[config.mk]
export PLATFORM = sky130hd
export DESIGN_NAME = mux_reg_n
export DESIGN_NICKNAME = d
export VERILOG_FILES = /design/src/rtl/mux_pkg.sv /design/src/rtl/mux_sel_comb.sv /design/src/rtl/mux_reg_n.sv
export SDC_FILE = /design/constraint.sdc
export NUM_CORES = 1
export LEC_CHECK = 0
export CORE_MARGIN = 2
export CORE_UTILIZATION = 33
export CTS_CLUSTER_DIAMETER = 50
export CTS_CLUSTER_SIZE = 10
export DETAILED_ROUTE_END_ITERATION = 10
export PLACE_DENSITY = 0.82
export SYNTH_ARGS = -nofsm -noshare
export SYNTH_HDL_FRONTEND = slang
export SYNTH_SLANG_ARGS = --single-unit
[constraint.sdc]
create_clock -name clk -period 1.2 [get_ports clk]
set_input_delay 0.12 -clock clk [delete_from_list [all_inputs] [get_ports clk]]
set_output_delay 0.12 -clock clk [all_outputs]
set_load 0.02 [all_outputs]
[src/rtl/mux_pkg.sv]
// mux_pkg: shared types and defaults for the registered source selector.
// Optional sticky selector-error flag is enabled by MUX_REG_SEL_ERR_EN.
package mux_pkg;

  typedef enum logic {
    MUX_EMPTY = 1'b0,
    MUX_FULL  = 1'b1
  } mux_state_e;

  localparam int unsigned PC_INC    = 4;
  localparam int          DEF_WIDTH = 32;

  function automatic bit sel_cfg_ok(
    input int sel_w,
    input int n_in,
    input int cidx
  );
    return (n_in >= 2) && (n_in <= 16)
      && ((1 << sel_w) >= n_in)
      && (cidx >= 0) && (cidx < n_in);
  endfunction

endpackage

[src/rtl/mux_sel_comb.sv]
// mux_sel_comb: combinational N-way lane select with one constant slot.
// Out-of-range selectors fall back to lane 0.
module mux_sel_comb
  import mux_pkg::*;
#(
  parameter int          WIDTH     = DEF_WIDTH,
  parameter int          N_IN      = 5,
  parameter int          SEL_W     = 3,
  parameter int          CONST_IDX = 1,
  parameter int unsigned CONST_VAL = PC_INC
) (
  input  logic [SEL_W-1:0]      selector,
  input  logic [N_IN*WIDTH-1:0] data_in,
  output logic [WIDTH-1:0]      sel_out
);

  logic [31:0] sel32;

  assign sel32 = 32'(selector);

  always_comb begin
    sel_out = data_in[0 +: WIDTH];
    for (int k = 1; k < N_IN; k++) begin
      if (sel32 == 32'(k)) begin
        sel_out = data_in[k*WIDTH +: WIDTH];
      end
    end
    if (sel32 == 32'(CONST_IDX)) begin
      sel_out = WIDTH'(CONST_VAL);
    end
  end

endmodule

[src/rtl/mux_reg_n.sv]
// mux_reg_n: N-way source selector with a single-entry registered output.
// Define MUX_REG_SEL_ERR_EN to build the sticky out-of-range flag.
module mux_reg_n
  import mux_pkg::*;
#(
  parameter int          WIDTH     = DEF_WIDTH,
  parameter int          N_IN      = 5,
  parameter int          SEL_W     = 3,
  parameter int          CONST_IDX = 1,
  parameter int unsigned CONST_VAL = PC_INC
) (
  input  logic                  clk,
  input  logic                  reset,
  input  logic [SEL_W-1:0]      selector,
  input  logic [N_IN*WIDTH-1:0] data_in,
  input  logic                  in_valid,
  output logic                  in_ready,
  output logic [WIDTH-1:0]      data_out,
  output logic                  out_valid,
  input  logic                  out_ready,
  output logic                  sel_err
);

  if (!sel_cfg_ok(SEL_W, N_IN, CONST_IDX)) begin : g_bad_cfg
    $error("mux_reg_n: bad SEL_W/N_IN/CONST_IDX");
  end

  mux_state_e       state;
  logic [WIDTH-1:0] sel_val;
  logic             accept;

  mux_sel_comb #(
    .WIDTH     (WIDTH),
    .N_IN      (N_IN),
    .SEL_W     (SEL_W),
    .CONST_IDX (CONST_IDX),
    .CONST_VAL (CONST_VAL)
  ) u_sel (
    .selector (selector),
    .data_in  (data_in),
    .sel_out  (sel_val)
  );

  assign out_valid = (state == MUX_FULL);
  assign in_ready  = !out_valid || out_ready;
  assign accept    = in_valid && in_ready;

  // data_out only moves on accept, so it never tracks held-time input churn
  always_ff @(posedge clk or posedge reset) begin
    if (reset) begin
      state    <= MUX_EMPTY;
      data_out <= '0;
    end else begin
      unique case (state)
        MUX_EMPTY: begin
          if (accept) begin
            state    <= MUX_FULL;
            data_out <= sel_val;
          end
        end
        MUX_FULL: begin
          if (accept) begin
            data_out <= sel_val;
          end else if (out_ready) begin
            state <= MUX_EMPTY;
          end
        end
        default: state <= MUX_EMPTY;
      endcase
    end
  end

`ifdef MUX_REG_SEL_ERR_EN
  logic err_q;
  logic oob;

  assign oob = 32'(selector) >= 32'(N_IN);

  always_ff @(posedge clk or posedge reset) begin
    if (reset) begin
      err_q <= 1'b0;
    end else if (accept && oob) begin
      err_q <= 1'b1;
    end
  end

  assign sel_err = err_q;
`else
  assign sel_err = 1'b0;
`endif

endmodule

==> key figures <==
Outcome
  • Status: finished, final reports clean

Timing
  • Setup_tns: 0 ps
  • Crit share post-route: a little over nine tenths
  • Final clock skew: 6.53 ps
  • Fin crit period: 1180 ps
  • Max Clk Rate: 849 MHz
  • RSZ-0062 raised after global routing: true
  • Max-slew violation count: 0
  • Final Hold Fails: 0
  • Finish-stage setup viols: 0

Setup path
  • Worst Path Required: 1360 ps
  • Startpoint type of the worst setup path: input port
  • Critical path endpoint: data_out[17]$_DFFE_PP0P_
  • Setup crit end kind: flop
  • Worst R2R Path Depth: 4
  • Worst R2R Start: out_valid$_DFF_PP0_
  • R2r setup slk: approximately 30 ps
  • Largest fanout on the critical path: 13
  • Reg2Reg Capture Point: data_out[25]$_DFFE_PP0P_
  • Worst Setup SP: selector[1]
  • Setup CP Type: input port to flop
  • CP arrival: 1340 ps

Pwr
  • P_sw: 1.28 mW
  • Reg power frac: 33.1%
  • Comb power frac: 40.8%
  • Int Power: 2.87 mW
  • Power Density: 894 nW/um^2
  • Clock network fraction of design power: about a quarter
  • Sw Share: 30.8%
  • Leakage power: 2.07 nW
  • Peak supply drop: approximately 440 uV

Synth
  • Synth area leaders: dfrtp_1, mux2i_1, a21boi_0
  • Simple-gate area share of the yosys netlist: 23.4%
  • Seq/Total Area, Yosys: 34.4%
  • Post-Syn Nets: between 400 and 500
  • Synth Area in Adders: 0%
  • Mux cell area share after synthesis: 12.9%
  • Synth Area in XOR/XNOR: 0%
  • Synth cell types: 22
  • Avg Inst Size Synth: 8.11 sq um
  • Synth Area in Compound Gates: between 20% and 30%
  • Syn. warnings: 0
  • Largest family of logic cells by synthesized area: simple AND/OR/NAND/NOR gates
  • Synth cell count leaders: nor2_1, dfrtp_1, nand2_1
  • Most frequent cell after synthesis: nor2_1
  • Synthesized cell area: 2400 sq um
  • #FFs+latches synth: 33
  • Fraction of registers with async set or reset after synthesis: 100%
  • Mapped Cells: 296
  • Top FF cell, synth: dfrtp_1
  • Synth top area share: about a third
  • Post-synth EDFFs: 0
  • Area leader, netlist: dfrtp_1

Global route
  • Overall routing resource usage: roughly 22%
  • Antenna violations before repair: 0
  • Vias in the first global route: between 2000 and 3000
  • First-pass GRT wire length: about 13 mm
  • Total global routing overflow: 0
  • Largest net degree at the start of global routing: 34

Routing
  • Via density: roughly 4.9
  • Drt wl/cell: 15.2 microns
  • Initial DRC count: about 120
  • Drt drc: 0
  • Vias: 2844
  • Final WL: 8.76 mm
  • Final ANT Viol Nets: 0
  • Initial DRT Pass Iterations: 4

Clocking
  • # clock sinks: 33
  • CTS tree: yes
  • Root Driver: clkbuf_8
  • Clock Pin Slew Worst Setup and Hold Paths: roughly 70 ps
  • Clock tree buffer depth: 2
  • Inserted Clock Buffers: 5
  • H-tree Lvls: 2
  • Clk_lat worst skew: roughly 280 ps
  • CTS Hold Buffers Added: 0

Layout
  • Antenna cell count: 0
  • Nets: 642
  • Share of layout cells above drive strength 1: ~14%
  • Fin util: 65.1%
  • Post-synthesis to final-layout area growth: 93.4%

Place
  • HPWL after DPL: 6.47 mm
  • I/O Buffers: about 170
  • Gp weighted congestion: 0.791

Floorplanning
  • Die Span X: ~89 microns
  • Initial core utilization: about a third
  • Ports: 202
  • DIE AREA: 7970 sq um
  • Core footprint: 7140 sq um
  • Floorplan row count: 31
  • Chip height: 89.3 microns

Run
  • Number of max-cap violations: 0

Min path
  • Min-Delay Path Class: input port to asynchronous set/reset pin
==> worst max-delay path: stages <==
cell and delay (ps):
dlygate4sd2_1 240, buf_6 130, or3_4 460, buf_16 180, nor2_1 130, o31ai_2 70
==> metal layers <==
layer / global-route usage, % / vias to the layer above / share of wire [%]
met4: 6.78 / 0 / 1.4
met1: 27.1 / 1311 / 40
met3: 3.14 / 10 / 7.9
met2: 38.0 / 135 / 51
li1: - / 1388 / -
met5: 0 / - / 0
==> layout by cell type, fill, tap and decap left out, types with 2 or more instances in the layout <==
| master | count |
|---|---|
| nor2_1 | 60 |
| dlygate4sd2_1 | 35 |
| mux2i_1 | 31 |
| nor3_1 | 28 |
| nand2_1 | 32 |
| a21boi_0 | 29 |
| inv_2 | 2 |
| buf_6 | 6 |
| buf_16 | 2 |
| bufbuf_16 | 2 |
| buf_4 | 15 |
| nor3_2 | 3 |
| a21oi_1 | 3 |
| o31ai_2 | 10 |
| a21boi_1 | 2 |
| buf_2 | 2 |
| buf_12 | 7 |
| clkbuf_8 | 6 |
| clkdlybuf4s50_1 | 131 |
| o31ai_1 | 21 |
| dfrtp_1 | 32 |
| nand2b_4 | 2 |
==> registers in the layout, indices dropped and copies added, names as in the netlist <==
signal	flops
data_out	32
out_valid	1
==> logic make-up after synthesis <==
family,Yosys count
AO/OA/AOI/OAI,68
buffers and inverters,31
flip-flops,33
multiplexers,31
other,1
AND/OR/NAND/NOR,132
==> worst min-delay path by stage <==
stage | end | slack (ps) | depth (start not counted)
finish | data_out[15]$_DFFE_PP0P_ | 170 | 3
global route | data_out[13]$_DFFE_PP0P_ | 210 | 3
CTS | data_out[15]$_DFFE_PP0P_ | 180 | 3
detailed placement | data_out[19]$_DFFE_PP0P_ | 470 | 2
global placement | data_out[0]$_DFFE_PP0P_ | 460 | 2
floorplan | out_valid$_DFF_PP0_ | 230 | 1
==> power by group through the flow <==
stage / Combinational (mW) / Sequential [mW] / Clock [mW]
after global placement: 1.68 / 1.40 / 0
after CTS: 1.66 / 1.38 / 1.10
final: 1.69 / 1.38 / 1.08
after floorplan: 0.528 / 1.61 / 0
after detailed placement: 1.71 / 1.41 / 0
after global routing: 1.82 / 1.40 / 1.17
==> layout make-up <==
class                      instances  area [sq um]
clock buffer                       6          82.6
inverter                           3          11.3
clock inverter                     2          37.5
tap                               99           124
multi-input combinational        232          1490
fill                             625          2490
sequential                        33           827
timing repair buffer             200          2070
==> metrics by stage <==
| step | hold WS, ps | total power [mW] | area (sq um) | setup WS [ps] | instances |
|---|---|---|---|---|---|
| floorplan | 228 | 2.14 | 2430 | 5.87 | 296 |
| global placement | 460 | 3.08 | 4300 | -400 | 559 |
| detailed placement | 469 | 3.12 | 4300 | -459 | 559 |
| CTS | 181 | 4.14 | 4590 | 7.73 | 575 |
| global route | 205 | 4.38 | 4640 | -43.1 | 575 |
| finish | 166 | 4.15 | 4640 | 22.6 | 575 |
==> timing repair <==
action / 4_1_cts / 5_1_grt
pin swaps: 3 / 8
cloned: 4 / 0
buffers inserted: 4 / 0
endpoints found under the setup margin: 66 / 27
gates resized for setup: 52 / 16
Note: power is estimated with default switching activity, not from simulation.
